### config.mk
export PLATFORM = sky130hd
export DESIGN_NAME = smpl_cnt_tracker
export DESIGN_NICKNAME = d
export VERILOG_FILES = /design/src/rtl/smpl_cnt_tracker.sv
export SDC_FILE = /design/constraint.sdc
export NUM_CORES = 1
export LEC_CHECK = 0
export BUFFER_PORTS_ARGS = -buffer_cell sky130_fd_sc_hd__buf_2
export CAP_MARGIN = 10
export CORE_MARGIN = 2
export CORE_UTILIZATION = 35
export CTS_CLUSTER_DIAMETER = 100
export DETAILED_ROUTE_END_ITERATION = 6
export GPL_TIMING_DRIVEN = 0
export PLACE_DENSITY = 0.56
export SLEW_MARGIN = 20
export SYNTH_ARGS = -nofsm -noshare
export SYNTH_HDL_FRONTEND = slang
export SYNTH_SLANG_ARGS = --single-unit
### constraint.sdc
create_clock -name clk -period 8.4 [get_ports clk]
set_clock_uncertainty 0.05 [all_clocks]
set_input_delay 0 -clock clk [delete_from_list [all_inputs] [get_ports clk]]
set_output_delay 0 -clock clk [all_outputs]
set_load 0.05 [all_outputs]
### src/rtl/smpl_cnt_tracker.sv
// Per-triangle fragment-count checker: sums lane hits per triangle tag, closes on tag change
// or flush, and compares each closed count against an expected-count FIFO.
module smpl_cnt_tracker #(
    parameter int unsigned LANES     = 4,
    parameter int unsigned CNT_W     = 32,
    parameter int unsigned TAG_W     = 16,
    parameter int unsigned EXP_DEPTH = 8
) (
    input  logic             clk,
    input  logic             rst,
    input  logic             tri_valid_R18H,
    input  logic [TAG_W-1:0] tri_tag_R18U,
    input  logic [LANES-1:0] hit_valid_R18H,
    input  logic             flush_R18H,
    input  logic             exp_push,
    input  logic [TAG_W-1:0] exp_tag,
    input  logic [CNT_W-1:0] exp_count,
    output logic             exp_full,
    output logic             done_valid,
    output logic [TAG_W-1:0] done_tag,
    output logic [CNT_W-1:0] done_count,
    output logic             cnt_mismatch,
    output logic             tag_mismatch,
    output logic             exp_underflow,
    output logic             err_sticky,
    output logic [15:0]      err_count
);

    localparam int unsigned POP_W = $clog2(LANES + 1);
    localparam int unsigned SUM_W = ((CNT_W > POP_W) ? CNT_W : POP_W) + 1;
    localparam int unsigned PTR_W = $clog2(EXP_DEPTH);
    localparam int unsigned OCC_W = PTR_W + 1;
    localparam logic [SUM_W-1:0] CNT_MAX = SUM_W'({CNT_W{1'b1}});

    typedef enum logic [0:0] {StIdle, StAccum} state_e;

    // Returns {saturated, value}.
    function automatic logic [CNT_W:0] sat_add(input logic [CNT_W-1:0] base,
                                               input logic [POP_W-1:0] inc);
        logic [SUM_W-1:0] sum;
        sum = SUM_W'(base) + SUM_W'(inc);
        if (sum > CNT_MAX) return {1'b1, {CNT_W{1'b1}}};
        return {1'b0, sum[CNT_W-1:0]};
    endfunction

    state_e           r_state, w_state_d;
    logic [TAG_W-1:0] r_cur_tag, w_tag_d;
    logic [CNT_W-1:0] r_acc, w_acc_d;
    logic             r_sat, w_sat_d;

    logic             r_pend;
    logic [TAG_W-1:0] r_pend_tag;
    logic [CNT_W-1:0] r_pend_cnt;
    logic             r_pend_sat;

    logic [TAG_W-1:0] r_fifo_tag [EXP_DEPTH];
    logic [CNT_W-1:0] r_fifo_cnt [EXP_DEPTH];
    logic [PTR_W-1:0] r_rd_ptr, r_wr_ptr;
    logic [OCC_W-1:0] r_occ, w_occ_d;
    logic             r_exp_full;

    logic             r_done_valid, r_cnt_mm, r_tag_mm, r_underflow, r_sticky;
    logic [TAG_W-1:0] r_done_tag;
    logic [CNT_W-1:0] r_done_count;
    logic [15:0]      r_err_count;

    logic [POP_W-1:0] w_pop;
    logic [CNT_W:0]   w_inc_same, w_inc_new;
    logic             w_sat_evt;
    logic             w_a_vld, w_a_sat, w_b_vld, w_b_sat;
    logic [TAG_W-1:0] w_a_tag, w_b_tag;
    logic [CNT_W-1:0] w_a_cnt, w_b_cnt;
    logic             w_close_vld, w_close_sat, w_pend_d;
    logic [TAG_W-1:0] w_close_tag;
    logic [CNT_W-1:0] w_close_cnt;
    logic             w_empty, w_fifo_pop, w_push_ok, w_push_drop;
    logic             w_underflow, w_tag_mm, w_cnt_mm, w_err_close;

    always_comb begin
        w_pop = '0;
        for (int unsigned i = 0; i < LANES; i++) begin
            w_pop = w_pop + POP_W'(hit_valid_R18H[i] & tri_valid_R18H);
        end
    end

    assign w_inc_same = sat_add(r_acc, w_pop);
    assign w_inc_new  = sat_add('0, w_pop);

    // Close A retires the currently open triangle; close B retires a triangle opened and
    // flushed in the same cycle.
    always_comb begin
        w_state_d = r_state;
        w_tag_d   = r_cur_tag;
        w_acc_d   = r_acc;
        w_sat_d   = r_sat;
        w_sat_evt = 1'b0;
        w_a_vld   = 1'b0;
        w_a_tag   = r_cur_tag;
        w_a_cnt   = r_acc;
        w_a_sat   = r_sat;
        w_b_vld   = 1'b0;
        w_b_tag   = tri_tag_R18U;
        w_b_cnt   = w_inc_new[CNT_W-1:0];
        w_b_sat   = w_inc_new[CNT_W];
        unique case (r_state)
            StIdle: begin
                if (tri_valid_R18H) begin
                    w_sat_evt = w_inc_new[CNT_W];
                    if (flush_R18H) begin
                        w_b_vld = 1'b1;
                    end else begin
                        w_state_d = StAccum;
                        w_tag_d   = tri_tag_R18U;
                        w_acc_d   = w_inc_new[CNT_W-1:0];
                        w_sat_d   = w_inc_new[CNT_W];
                    end
                end
            end
            StAccum: begin
                if (tri_valid_R18H && (tri_tag_R18U == r_cur_tag)) begin
                    w_sat_evt = w_inc_same[CNT_W];
                    w_acc_d   = w_inc_same[CNT_W-1:0];
                    w_sat_d   = r_sat | w_inc_same[CNT_W];
                    if (flush_R18H) begin
                        w_a_vld   = 1'b1;
                        w_a_cnt   = w_inc_same[CNT_W-1:0];
                        w_a_sat   = r_sat | w_inc_same[CNT_W];
                        w_state_d = StIdle;
                    end
                end else if (tri_valid_R18H) begin
                    w_a_vld   = 1'b1;
                    w_sat_evt = w_inc_new[CNT_W];
                    w_tag_d   = tri_tag_R18U;
                    w_acc_d   = w_inc_new[CNT_W-1:0];
                    w_sat_d   = w_inc_new[CNT_W];
                    if (flush_R18H) begin
                        w_b_vld   = 1'b1;
                        w_state_d = StIdle;
                    end
                end else if (flush_R18H) begin
                    w_a_vld   = 1'b1;
                    w_state_d = StIdle;
                end
            end
            default: w_state_d = StIdle;
        endcase
        if (w_state_d == StIdle) begin
            w_acc_d = '0;
            w_sat_d = 1'b0;
        end
    end

    // Pending is only set on the way to idle, so it never coincides with close A; the
    // leftover close is therefore always B.
    always_comb begin
        w_close_vld = r_pend | w_a_vld | w_b_vld;
        w_close_tag = w_b_tag;
        w_close_cnt = w_b_cnt;
        w_close_sat = w_b_sat;
        if (r_pend) begin
            w_close_tag = r_pend_tag;
            w_close_cnt = r_pend_cnt;
            w_close_sat = r_pend_sat;
        end else if (w_a_vld) begin
            w_close_tag = w_a_tag;
            w_close_cnt = w_a_cnt;
            w_close_sat = w_a_sat;
        end
        w_pend_d = r_pend ? w_b_vld : (w_a_vld & w_b_vld);
    end

    assign w_empty     = (r_occ == '0);
    assign w_fifo_pop  = w_close_vld & ~w_empty;
    assign w_push_ok   = exp_push & ((r_occ != OCC_W'(EXP_DEPTH)) | w_fifo_pop);
    assign w_push_drop = exp_push & ~w_push_ok;
    assign w_occ_d     = r_occ + OCC_W'(w_push_ok) - OCC_W'(w_fifo_pop);

    assign w_underflow = w_close_vld & w_empty;
    assign w_tag_mm    = w_fifo_pop & (r_fifo_tag[r_rd_ptr] != w_close_tag);
    assign w_cnt_mm    = w_fifo_pop & ((r_fifo_cnt[r_rd_ptr] != w_close_cnt) | w_close_sat);
    assign w_err_close = w_underflow | w_tag_mm | w_cnt_mm;

    always_ff @(posedge clk) begin
        if (w_push_ok) begin
            r_fifo_tag[r_wr_ptr] <= exp_tag;
            r_fifo_cnt[r_wr_ptr] <= exp_count;
        end
    end

    always_ff @(posedge clk) begin
        if (rst) begin
            r_state      <= StIdle;
            r_cur_tag    <= '0;
            r_acc        <= '0;
            r_sat        <= 1'b0;
            r_pend       <= 1'b0;
            r_pend_tag   <= '0;
            r_pend_cnt   <= '0;
            r_pend_sat   <= 1'b0;
            r_rd_ptr     <= '0;
            r_wr_ptr     <= '0;
            r_occ        <= '0;
            r_exp_full   <= 1'b0;
            r_done_valid <= 1'b0;
            r_done_tag   <= '0;
            r_done_count <= '0;
            r_cnt_mm     <= 1'b0;
            r_tag_mm     <= 1'b0;
            r_underflow  <= 1'b0;
            r_sticky     <= 1'b0;
            r_err_count  <= '0;
        end else begin
            r_state    <= w_state_d;
            r_cur_tag  <= w_tag_d;
            r_acc      <= w_acc_d;
            r_sat      <= w_sat_d;
            r_pend     <= w_pend_d;
            if (w_pend_d) begin
                r_pend_tag <= w_b_tag;
                r_pend_cnt <= w_b_cnt;
                r_pend_sat <= w_b_sat;
            end
            if (w_push_ok) r_wr_ptr <= r_wr_ptr + PTR_W'(1);
            if (w_fifo_pop) r_rd_ptr <= r_rd_ptr + PTR_W'(1);
            r_occ        <= w_occ_d;
            r_exp_full   <= (w_occ_d == OCC_W'(EXP_DEPTH));
            r_done_valid <= w_close_vld;
            if (w_close_vld) begin
                r_done_tag   <= w_close_tag;
                r_done_count <= w_close_cnt;
            end
            r_cnt_mm    <= w_cnt_mm;
            r_tag_mm    <= w_tag_mm;
            r_underflow <= w_underflow;
            r_sticky    <= r_sticky | w_err_close | w_push_drop | w_sat_evt;
            if (w_err_close && (r_err_count != 16'hFFFF)) r_err_count <= r_err_count + 16'd1;
        end
    end

    assign exp_full      = r_exp_full;
    assign done_valid    = r_done_valid;
    assign done_tag      = r_done_tag;
    assign done_count    = r_done_count;
    assign cnt_mismatch  = r_cnt_mm;
    assign tag_mismatch  = r_tag_mm;
    assign exp_underflow = r_underflow;
    assign err_sticky    = r_sticky;
    assign err_count     = r_err_count;

endmodule

### After elaboration in Yosys (flattened, before gate mapping)

Memories as Yosys holds them, arrays and structs flattened. A register that Yosys moved wholly into a read port is not among the register bits.
Cells that the tools add are included.
Widths: inputs -> output; s select.

| storage, ports and cells | value |
|---|---|
| flip-flop bits (word level) | 180 |
| RAM bits | 384 |
| input port bits | 73 |
| output and inout port bits | 70 |
| word-level logic and storage cells | 128 |
| memories kept | 2 |

| operators by class | value |
|---|---|
| add/subtract/negate cells | 9 |
| magnitude comparators | 2 |
| equality and inequality tests | 11 |
| multiplexer cells | 53 |
| bitwise logic cells | 25 |
| reductions and logical operators | 6 |

Memories:

| memory | words | bits a word | read ports | clocked after memory_dff | write ports | line | RTL |
|---|---|---|---|---|---|---|---|
| r_fifo_cnt | 8 | 32 | 1 | 1 | 1 | 57 | `logic [CNT_W-1:0] r_fifo_cnt [EXP_DEPTH];` |
| r_fifo_tag | 8 | 16 | 1 | 1 | 1 | 56 | `logic [TAG_W-1:0] r_fifo_tag [EXP_DEPTH];` |

Operators with widths:

| cell | count |
|---|---|
| $mux 32 | 9 |
| $mux 33 | 4 |
| $mux 16 | 6 |
| $pmux 32 s2 | 1 |
| $add 32x3->33 | 1 |
| $gt 33x32->1 const B | 1 |
| $gt 3x32->1 const B | 1 |
| $ne 32x32->1 | 1 |
| $pmux 16 s2 | 1 |
| $mux 1 | 24 |
| $add 16x1->16 const B | 1 |
| $eq 16x16->1 | 1 |
| $ne 16x16->1 | 1 |
| $ne 16x16->1 const B | 1 |
| $mux 3 | 4 |
| $and 1x1->1 | 11 |
| $or 1x1->1 | 10 |
| $ne 2x2->1 const B | 4 |
| $pmux 1 s2 | 4 |
| $add 3x1->3 const B | 2 |
| $add 4x1->4 | 1 |
| $eq 4x4->1 const B | 1 |
| $logic_not 4->1 | 1 |
| $ne 4x4->1 const B | 1 |
| 10 further kinds | 14 |

### Depth between registers and ports, before layout

Gate-level depths: netlist of the first run.

| depth | value |
|---|---|
| word-level depth | 20 |
| mapped depth | 22 |
| gate-level depth less buffers | 17 |

### Worst setup path after synthesis of the first run

No wires, ideal clock.

| path | value |
|---|---|
| path kind | flip-flop to flip-flop |
| start | register r_state |
| end | memory r_fifo_cnt[2][0] (enable) |
| library setup time | 0.590 ns |
| arrival | 7.206 ns |
| data required time | 7.760 ns |
| slack | 0.555 ns |
| stages on the path, launching flop included | 13 |
| buffers on the path | 4 |
| period minus slack after synthesis | 7.845 ns |
| cells stage by stage | dfxtp_1 clkbuf_1 nand2_1 clkbuf_1 clkbuf_1 o21ai_1 nand2b_1 a21oi_1 o211ai_1 and2_1 clkbuf_1 inv_1 nor4b_1 |

| on the way | value |
|---|---|
| longest elaborated chain between the ends | 8 |
| elaborated cells on any way between the ends | 10 |
| those cells by class | mux: 4; bitwise: 6 |

Ends and longest elaborated chain:

| element | line | RTL |
|---|---|---|
| start: declaration | 46 | `state_e r_state, w_state_d;` |
| start signal: assignment | 192 | `r_state <= StIdle;` |
| start signal: assignment | 213 | `r_state <= w_state_d;` |
| $not 1->1 or $mux 1 (tied branches) | n/a |  |
| $pmux 1 s2 or $or 1x1->1 (tied branches) | 105, 156 |  |
| $or 1x1->1 * | 156 | `w_close_vld = r_pend \| w_a_vld \| w_b_vld;` |
| $and 1x1->1 * | 173 | `assign w_fifo_pop = w_close_vld & ~w_empty;` |
| $or 1x1->1 * | 174 | `assign w_push_ok = exp_push & ((r_occ != OCC_W'(EXP_DEPTH)) \| w_fifo_pop);` |
| $and 1x1->1 * | 174 |  |
| $mux 1 * | 184 | `if (w_push_ok) begin` |
| $mux 1 (implied by the code) * | 186 | `r_fifo_cnt[r_wr_ptr] <= exp_count;` |
| end: declaration | 57 |  |

Every way passes the cells marked *; elsewhere a longest branch is shown, timed or not.

### Worst setup path after layout of the first run

| path | value |
|---|---|
| start | input port tri_valid_R18H |
| end | register r_err_count[9], in the netlist err_count[9] |

| on the way | value |
|---|---|
| elaborated cells on any way between the ends | 46 |
| those cells by class | add/sub: 4; order compare: 2; eq/ne: 2; mux: 22; bitwise: 14; reduce/logical: 2 |

RTL lines:

| element | line | RTL |
|---|---|---|
| start: declaration | 11 | `input logic tri_valid_R18H,` |
| $and 1x1->1 | 82 | `w_pop = w_pop + POP_W'(hit_valid_R18H[i] & tri_valid_R18H);` |
| $add 1x1->2 | 82 |  |
| $add 2x1->3 | 82 |  |
| $add 3x1->3 * | 82 |  |
| $gt 3x32->1 | 42 | `if (sum > CNT_MAX) return {1'b1, {CNT_W{1'b1}}};` |
| $mux 1 | 42 |  |
| $mux 33 * | 43 | `return {1'b0, sum[CNT_W-1:0]};` |
| via w_inc_new[0] | 68 | `logic [CNT_W:0] w_inc_same, w_inc_new;` |
| $mux 32 * | 164 | `end else if (w_a_vld) begin` |
| $mux 32 * | 160 | `if (r_pend) begin` |
| $ne 32x32->1 * | 180 | `assign w_cnt_mm = w_fifo_pop & ((r_fifo_cnt[r_rd_ptr] != w_close_cnt) \| w_close_sat);` |
| $or 1x1->1 * | 180 |  |
| $and 1x1->1 * | 180 |  |
| $or 1x1->1 * | 181 | `assign w_err_close = w_underflow \| w_tag_mm \| w_cnt_mm;` |
| $logic_and 1x1->1 * | 236 | `if (w_err_close && (r_err_count != 16'hFFFF)) r_err_count <= r_err_count + 16'd1;` |
| end signal: assignment | 236 |  |
| end: declaration | 65 | `logic [15:0] r_err_count;` |

Mark *: on every way through the listed nets, which the timed path passes. The rest lies on a longest branch.
A chain may end at the register's enable or synchronous reset.

==> impl_metrics.prom, run 1 <==
# TYPE chip_impl_metric gauge
chip_impl_metric{name="synth.area.mux_share",unit=""} 0.1202
chip_impl_metric{name="seq_area_frac_synth",unit=""} 0.6177
chip_impl_metric{name="wl_per_cell",unit="um"} 24.04
chip_impl_metric{name="yosysUniqueCellTypes",unit=""} 78
chip_impl_metric{name="power.leakage",unit="nW"} 9.615
chip_impl_metric{name="clock_latency",unit="ns"} 0.63
chip_impl_info{name="timing_worst_setup_path_type",value="input port to register"} 1
chip_impl_metric{name="final.min_clock_period",unit="ns"} 6.289
chip_impl_metric{name="rows",unit=""} 95
chip_impl_metric{name="synth_top_area_share",unit=""} 0.4880
chip_impl_info{name="synthFlopType",value="edfxtp_1"} 1
chip_impl_metric{name="drive_above_1_share",unit=""} 0.2080
chip_impl_metric{name="grt_pass1_vias",unit=""} 16850
chip_impl_metric{name="cts-buffers-inserted",unit=""} 55
chip_impl_metric{name="syn_area_per_cell",unit="um^2"} 13.10
chip_impl_metric{name="synthesis.instances",unit=""} 1803
chip_impl_metric{name="synth_compound_gate_area_share",unit=""} 0.09495
chip_impl_metric{name="fin_tns_setup",unit="ns"} 0
chip_impl_metric{name="cts.reportedPaths.clkPinSlew",unit="ns"} 0.06
chip_impl_metric{name="ir_worst_vdd",unit="uV"} 156.7
chip_impl_info{name="synth_top_family_by_area",value="multiplexers"} 1
chip_impl_info{name="synth_area_leader_cell",value="edfxtp_1"} 1
chip_impl_metric{name="post_cts.repair.setup_buffers",unit=""} 0
chip_impl_metric{name="initial_utilization",unit=""} 0.3524
chip_impl_metric{name="max_slew_margin",unit=""} 0.2294
chip_impl_metric{name="instances_no_fill",unit=""} 3051
chip_impl_metric{name="io_pins",unit=""} 143
chip_impl_metric{name="worst_r2r_path_depth",unit=""} 15
chip_impl_info{name="critical_path.startpoint_type",value="input port"} 1
chip_impl_info{name="worstHoldPathType",value="input port to register"} 1
chip_impl_metric{name="synth_simple_gate_area_frac",unit=""} 0.1115
chip_impl_metric{name="chipHeight",unit="um"} 263.8
chip_impl_metric{name="grt_util_all_layers",unit=""} 0.2079
chip_impl_metric{name="synth.cell_area",unit="um^2"} 23630
chip_impl_metric{name="largest_net_degree_at_the_start_of_global_routing",unit=""} 20
chip_impl_metric{name="pwr_density_cell",unit="nW/um^2"} 242.5
chip_impl_metric{name="die-width",unit="um"} 263.8
chip_impl_info{name="synth_area_leaders",value="edfxtp_1 (49%), dfxtp_1 (13%), mux4_2 (9.2%)"} 1
chip_impl_metric{name="yosys_register_bits",unit=""} 537
chip_impl_metric{name="worst-endpoint-arrival",unit="ns"} 6.76
chip_impl_metric{name="cts_buffer_depth",unit=""} 3
chip_impl_metric{name="setup_viol_count_final",unit=""} 0
chip_impl_metric{name="detail_route.drc_violations",unit=""} 0
chip_impl_metric{name="fin_crit_sh",unit=""} 0.7487
chip_impl_metric{name="timing_worst_slew_pin_value",unit="ns"} 1.145
chip_impl_metric{name="synth-edff-count",unit=""} 384
chip_impl_metric{name="syn_nets",unit=""} 1893
chip_impl_metric{name="timing.critical_path.required",unit="ns"} 8.87
chip_impl_metric{name="detailed_place_hpwl",unit="um"} 53280
chip_impl_metric{name="routed-via-count",unit=""} 16890
chip_impl_metric{name="async_reset_ff_frac",unit=""} 0
chip_impl_info{name="status",value="finished, final reports clean"} 1
chip_impl_metric{name="post_layout_nets",unit=""} 2217
chip_impl_metric{name="io_buffers",unit=""} 142
chip_impl_metric{name="timing_hold_violations_final",unit=""} 0
chip_impl_info{name="critPathCaptureType",value="register"} 1
chip_impl_metric{name="maxClockFrequency",unit="MHz"} 159.0
chip_impl_metric{name="globalRoute.totalOverflow",unit=""} 0
chip_impl_metric{name="vias_per_cell",unit=""} 5.536
chip_impl_metric{name="post_synth_xor_area_fraction",unit=""} 0.02076
chip_impl_info{name="unrepaired_setup_endpoints_after_global_routing",value="false"} 1
chip_impl_metric{name="detail_route.first_pass.iterations",unit=""} 7
chip_impl_metric{name="numPlacedInstances",unit=""} 2876
chip_impl_metric{name="core_area",unit="um^2"} 67040
chip_impl_metric{name="synthToLayoutAreaGrowth",unit="%"} 21.15
chip_impl_metric{name="routed_wl",unit="um"} 73340
chip_impl_metric{name="grt_antenna_before_repair",unit=""} 6
chip_impl_metric{name="cts.htree.levels",unit=""} 2
chip_impl_metric{name="drt_first_iter_violations",unit=""} 1741
chip_impl_metric{name="holdPathStages",unit=""} 5
chip_impl_metric{name="final_replace_weighted_congestion",unit=""} 0.9135
chip_impl_metric{name="drv_cap",unit=""} 0
chip_impl_metric{name="global_route_wire_length_before_repair",unit="um"} 109200
chip_impl_info{name="cts_tree",value="yes"} 1
chip_impl_metric{name="ant_nets",unit=""} 0
chip_impl_metric{name="synth_adder_area_share",unit=""} 0.009956
chip_impl_metric{name="cts.sinks",unit=""} 537
chip_impl_metric{name="crit_path_max_fanout",unit=""} 10
chip_impl_metric{name="maxSlewViolCount",unit=""} 0
chip_impl_info{name="cts.root.buffer_cell",value="clkbuf_16"} 1
chip_impl_metric{name="dieArea",unit="um^2"} 69600
chip_impl_metric{name="ys_warn_count",unit=""} 0
-- where the power goes --
group	leakage [nW]	internal [mW]	switching [mW]
Sequential	4.72	2.99	0.0459
Combinational	3.94	0.518	0.737
Clock	0.946	1.58	1.08
-- per-stage QoR --
stage               hold slack, ns  power, mW  utilization  cell area [um^2]  worst slack, ns
finish                     0.05525      6.942       0.4270             28630            2.111
global route               0.04109      7.195       0.4268             28610            2.005
CTS                        0.02074      6.995       0.4268             28610            2.329
detailed placement          0.2230      4.328       0.3876             25980            1.700
global placement            0.2120      4.300       0.3793             25430           -5.970
floorplan                  0.04887      3.903            -             23630           0.5547
-- flip-flops by register name (all words and copies together) (netlist names), 3 cells and up, named ones only --
| name | flops |
|---|---|
| r_rd_ptr | 3 |
| r_pend_cnt | 3 |
| r_cur_tag | 16 |
| r_acc | 32 |
| r_fifo_tag | 128 |
| done_count | 32 |
| done_tag | 16 |
| r_occ | 4 |
| r_fifo_cnt | 256 |
| r_pend_tag | 16 |
| err_count | 16 |
| r_wr_ptr | 3 |
-- cell usage in the layout, fill, tap and decap left out, types with 18 or more instances in the layout --
cell type and instances:
edfxtp_1 384, buf_2 183, nand2_1 180, dfxtp_1 153
a21oi_1 138, nor2_1 120, mux4_2 96, o21ai_0 85
clkbuf_1 82, dlygate4sd3_1 67, mux2i_1 58, clkbuf_16 55
and3_1 33, nand3_1 32, xor2_1 30, buf_4 28
xnor2_1 26, nand4_1 24, nor3_1 23, buf_6 19
o22ai_1 19, a22oi_1 19, inv_1 18
-- cells in the mapped netlist (all sizes together), types with 33 or more instances --
| cell | n |
|---|---|
| a21oi | 139 |
| o21ai | 89 |
| edfxtp | 384 |
| mux4 | 96 |
| and3 | 33 |
| clkbuf | 71 |
| nand3 | 33 |
| dfxtp | 153 |
| nand2 | 180 |
| mux2i | 59 |
| buf | 43 |
| nor2 | 123 |
-- final timing paths --
path	from	to	slack, ns
min	hit_valid_R18H[2]	r_pend_cnt[0]$_SDFFE_PP0P_	0.06
min reg2reg	done_count[3]$_SDFFE_PP0P_	done_count[3]$_SDFFE_PP0P_	0.41
max	tri_valid_R18H	err_count[9]$_SDFFE_PP0P_	2.11
max reg2reg	r_cur_tag[8]$_SDFFE_PP0P_	err_count[9]$_SDFFE_PP0P_	2.64
-- cell type report --
class	instances	area [um^2]
timing repair buffer	267	1871
multi-input combinational	1134	8504
fill	6210	38410
antenna	5	12.51
clock inverter	34	501.7
clock buffer	69	1459
tap	873	1092
sequential	537	14590
inverter	18	67.56
buffer	114	523.0
-- critical path, stage by stage --
cell and delay [ns]:
buf_2 0.15, clkbuf_1 0.36, nand2_1 0.14, fa_1 0.56, inv_1 0.05, ha_1 0.44
ha_1 0.30, fa_1 0.29, nand2b_1 0.16, a211o_1 0.45, nor4_4 0.52, nor3_2 0.12
buf_6 0.19, a311oi_2 0.47, xor2_1 0.23, o2111ai_1 0.19, nor4_1 1.00, and4bb_1 0.40
buf_4 0.21, buf_12 0.15, nor3_2 0.05, mux2_4 0.30
-- routing by layer --
layer  vias up  GRT usage  wire length [um]
met4        10    0.06296              1977
met3       128    0.03831              5002
met5         -          0                57
li1       7611          -                 -
met1      8519     0.2762             30960
met2       623     0.3467             35340
-- kinds of logic after synthesis --
logic type      Yosys count
mux                     161
flops                   537
buf+inv                 132
compound gates          367
xor+xnor                 56
simple gates            533
fa+ha+maj                17
-- repair_timing --
item | in CTS | in global routing
hold endpoints to repair | 423 | 0
resized for setup | 0 | 0
hold buffers | 67 | 0
No activity file was read; power rests on OpenSTA's default activity.
==> run 2, diff against run 1 <==
==> constraint.sdc (replaced) <==
create_clock -name clk -period 5.38 [get_ports clk]
set_clock_uncertainty 0.05 [all_clocks]
set_input_delay 0 -clock clk [delete_from_list [all_inputs] [get_ports clk]]
set_output_delay 0 -clock clk [all_outputs]
set_load 0.05 [all_outputs]
==> run 2 against run 1 <==
Sequential power grew 56%. Worst setup slack lost 2.0 ns. Register-to-register slack lost 2.4 ns. Global-route usage shrank 0.30 points. Critical endpoint is now err_count[7]$_SDFFE_PP0P_. Sequential share of layout area shrank 0.41 points. Flip-flop and latch count is the same. First-iteration DRC count shrank 21%. Clock power grew 48%. Combinational power grew 56%. Highest routed layer unchanged. Critical path depth shrank 1. Cell count is essentially flat.
==> impl_metrics.prom, run 2 (synthesis gave the netlist of run 1 again) <==
# TYPE chip_impl_metric gauge
chip_impl_metric{name="multiInputGateArea",unit="um^2"} 8775
chip_impl_metric{name="chipHeight",unit="um"} 263.8
chip_impl_info{name="critical_path.top_delay_family",value="simple AND/OR/NAND/NOR gates"} 1
chip_impl_metric{name="routed-via-count",unit=""} 16870
chip_impl_metric{name="initial_utilization",unit=""} 0.3524
chip_impl_info{name="critPathCaptureType",value="register"} 1
chip_impl_metric{name="timing.critical_path.required",unit="ns"} 5.83
chip_impl_info{name="cts_tree",value="yes"} 1
chip_impl_metric{name="worst_r2r_path_depth",unit=""} 15
chip_impl_metric{name="critPathMaxStageDelay",unit="ns"} 0.56
chip_impl_metric{name="final.min_clock_period",unit="ns"} 5.232
chip_impl_info{name="status",value="finished, final reports clean"} 1
chip_impl_metric{name="pwr_density_cell",unit="nW/um^2"} 367.7
chip_impl_metric{name="numPlacedInstances",unit=""} 2869
chip_impl_info{name="unrepaired_setup_endpoints_after_global_routing",value="false"} 1
chip_impl_info{name="critical_path.startpoint_type",value="input port"} 1
chip_impl_metric{name="drv_cap",unit=""} 0
chip_impl_metric{name="grt_antenna_before_repair",unit=""} 9
chip_impl_metric{name="drive_above_1_share",unit=""} 0.2195
chip_impl_metric{name="core_area",unit="um^2"} 67040
chip_impl_metric{name="io_buffers",unit=""} 142
chip_impl_metric{name="cts.reportedPaths.clkPinSlew",unit="ns"} 0.06
chip_impl_metric{name="internal_power",unit="mW"} 7.752
chip_impl_info{name="worstHoldPathType",value="input port to register"} 1
chip_impl_metric{name="slack_of_the_worst_reg_to_reg_path",unit="ns"} 0.25
chip_impl_metric{name="clock_latency",unit="ns"} 0.62
chip_impl_metric{name="vias_per_cell",unit=""} 5.533
chip_impl_metric{name="max_reg_flops",unit=""} 256
chip_impl_metric{name="largest_net_degree_at_the_start_of_global_routing",unit=""} 20
chip_impl_metric{name="cts_buffer_depth",unit=""} 3
chip_impl_metric{name="finalWorstSetupSlack",unit="ns"} 0.1485
chip_impl_metric{name="maxSlewViolCount",unit=""} 0
chip_impl_metric{name="worst-endpoint-arrival",unit="ns"} 5.68
chip_impl_metric{name="p_comb_frac",unit=""} 0.185
chip_impl_metric{name="final_replace_weighted_congestion",unit=""} 0.9347
chip_impl_info{name="registers.top_by_ff_count",value="r_fifo_cnt"} 1
chip_impl_metric{name="filler_cell_count",unit=""} 6150
chip_impl_info{name="timing.hold.worst.start",value="flush_R18H"} 1
chip_impl_info{name="cts.root.buffer_cell",value="clkbuf_16"} 1
chip_impl_metric{name="ant_nets",unit=""} 0
chip_impl_metric{name="drt_first_iter_violations",unit=""} 1373
chip_impl_metric{name="clock_power_share",unit=""} 0.369
chip_impl_metric{name="grt_pass1_vias",unit=""} 16620
chip_impl_info{name="critical_path.slowest_cell",value="fa_1"} 1
chip_impl_metric{name="timing_worst_slew_pin_value",unit="ns"} 1.213
chip_impl_metric{name="detailed_place_hpwl",unit="um"} 52830
chip_impl_metric{name="holdPathStages",unit=""} 4
chip_impl_metric{name="fin_crit_sh",unit=""} 0.9724
chip_impl_metric{name="synthToLayoutAreaGrowth",unit="%"} 22.12
chip_impl_metric{name="p_switching",unit="mW"} 2.858
chip_impl_metric{name="grt_util_all_layers",unit=""} 0.2049
chip_impl_metric{name="sequential_fraction_of_design_power",unit=""} 0.446
chip_impl_info{name="regToRegStartpoint",value="r_cur_tag[8]$_SDFFE_PP0P_"} 1
chip_impl_metric{name="cts.sinks",unit=""} 537
chip_impl_metric{name="detail_route.drc_violations",unit=""} 0
chip_impl_metric{name="post_layout_nets",unit=""} 2216
chip_impl_metric{name="max_slew_margin",unit=""} 0.1808
chip_impl_metric{name="detail_route.first_pass.iterations",unit=""} 5
chip_impl_metric{name="globalRoute.totalOverflow",unit=""} 0
chip_impl_metric{name="setup_viol_count_final",unit=""} 0
chip_impl_metric{name="routed_wl",unit="um"} 72310
chip_impl_info{name="reg2reg_to",value="err_count[7]$_SDFFE_PP0P_"} 1
chip_impl_metric{name="wl_per_cell",unit="um"} 23.72
chip_impl_info{name="commonest_cells_after_routing_fill_and_taps_aside",value="edfxtp_1 (384), nand2_1 (180), buf_2 (169), dfxtp_1 (153), a21oi_1 (135)"} 1
chip_impl_metric{name="maxClockFrequency",unit="MHz"} 191.2
chip_impl_metric{name="place_worst_setup_slack",unit="ns"} -1.605
chip_impl_metric{name="ir_worst_vdd",unit="uV"} 251.1
chip_impl_metric{name="hold_slack",unit="ns"} 0.009015
chip_impl_metric{name="cts-buffers-inserted",unit=""} 55
chip_impl_metric{name="power_switching_share",unit=""} 0.2694
chip_impl_info{name="cp_cell_sequence",value="buf_2, nand2_1, fa_1, inv_1, ha_2, ha_1, fa_1, nand2b_2, a211o_4, nor4_4, nor3_2, buf_6, a311oi_4, xnor2_1, nor4_2, nand3_1, and4bb_1, buf_4, buf_12, nor3_2, mux2_4"} 1
chip_impl_info{name="whs_endpoint",value="r_state$_SDFF_PP0_"} 1
chip_impl_metric{name="io_pins",unit=""} 143
chip_impl_metric{name="crit_path_max_fanout",unit=""} 12
chip_impl_metric{name="die-width",unit="um"} 263.8
chip_impl_metric{name="power.leakage",unit="nW"} 9.649
chip_impl_metric{name="instances_no_fill",unit=""} 3049
chip_impl_metric{name="global_route_wire_length_before_repair",unit="um"} 107500
chip_impl_info{name="timing_worst_setup_path_type",value="input port to register"} 1
chip_impl_metric{name="dieArea",unit="um^2"} 69600
chip_impl_metric{name="rows",unit=""} 95
chip_impl_metric{name="cts.htree.levels",unit=""} 2
chip_impl_metric{name="bufs_and_invs_on_worst_path",unit=""} 5
chip_impl_metric{name="sequential_cell_area",unit="um^2"} 14590
chip_impl_metric{name="timing_hold_violations_final",unit=""} 0
chip_impl_info{name="final_common_cell",value="edfxtp_1"} 1
chip_impl_info{name="top_regs",value="r_fifo_cnt (256), r_fifo_tag (128)"} 1
-- run 2: cell count changes in the layout (fill, tap and decap cells not counted), sizes merged --
| cell | change |
|---|---|
| clkinvlp | +1 |
| bufinv | -6 |
| diode | -2 |
| buf | +1 |
| clkbuf | +6 |
| clkinv | -2 |
-- run 2: layout make-up --
class / instances / area share
Inverter: 18 / 0.002342
Buffer: 112 / 0.01791
Clock inverter: 27 / 0.01054
Antenna cell: 3 / 0.0002602
Timing Repair Buffer: 268 / 0.06734
Sequential cell: 537 / 0.5058
Tap cell: 873 / 0.03785
Multi-Input combinational cell: 1134 / 0.3041
Clock buffer: 77 / 0.05390
-- run 2: worst reg2reg max path, cell delays in order, from the launching register on --
cell      delay, ns
dfxtp_1        0.36
xor2_1         0.16
nor4_1         0.47
and4_1         0.29
buf_2          0.26
clkbuf_1       0.69
a41oi_1        0.34
a311oi_4       0.46
xnor2_1        0.15
nor4_2         0.46
nand3_1        0.23
and4bb_1       0.40
buf_4          0.21
buf_12         0.15
nor3_2         0.05
mux2_4         0.29
-- run 2: what timing repair did --
item,in CTS,in global routing
endpoints found under the hold margin,423,0
setup buffers,4,4
pin swaps,2,4
hold buffers,67,0
resized for setup,15,27
endpoints found under the setup margin,31,47
-- run 2: how the worst max path moves through the flow --
stage	to	start	cells past startpoint	slack, ns
floorplan	r_fifo_cnt[6][0]$_DFFE_PP_	r_state$_SDFF_PP0_	12	-0.97
global placement	r_fifo_cnt[6][28]$_DFFE_PP_	r_state$_SDFF_PP0_	12	-6.19
detailed placement	err_count[9]$_SDFFE_PP0P_	tri_valid_R18H	21	-1.60
CTS	err_count[7]$_SDFFE_PP0P_	tri_valid_R18H	21	0.01
global route	r_fifo_cnt[6][2]$_DFFE_PP_	r_state$_SDFF_PP0_	14	0.005
finish	err_count[7]$_SDFFE_PP0P_	tri_valid_R18H	21	0.15
-- run 2: through the flow --
step / power, mW / setup TNS, ns / util / instance area [um^2]
floorplan: 6.088 / -192.21 / - / 23640
global placement: 6.682 / -1968.18 / 0.3795 / 25440
detailed placement: 6.748 / -28.94 / 0.3879 / 26010
CTS: 10.71 / 0 / 0.4275 / 28660
global route: 11.01 / 0 / 0.4303 / 28850
finish: 10.61 / 0 / 0.4304 / 28860
-- run 2: per-layer routing --
layer | wire (um) | vias to the layer above | track usage
li1 | - | 7583 | -
met1 | 30680 | 8516 | 0.2705
met2 | 34190 | 614 | 0.3382
met3 | 5040 | 142 | 0.04204
met4 | 2298 | 14 | 0.06711
met5 | 92 | - | 0
-- run 2: power groups by stage --
stage	sequential, mW	combinational (mW)	clock, mW
after floorplan	4.89	1.19	0
after global placement	4.85	1.84	0
final	4.73	1.96	3.92
after global routing	4.75	2.12	4.15
after detailed placement	4.82	1.93	0
after CTS	4.73	1.99	3.99
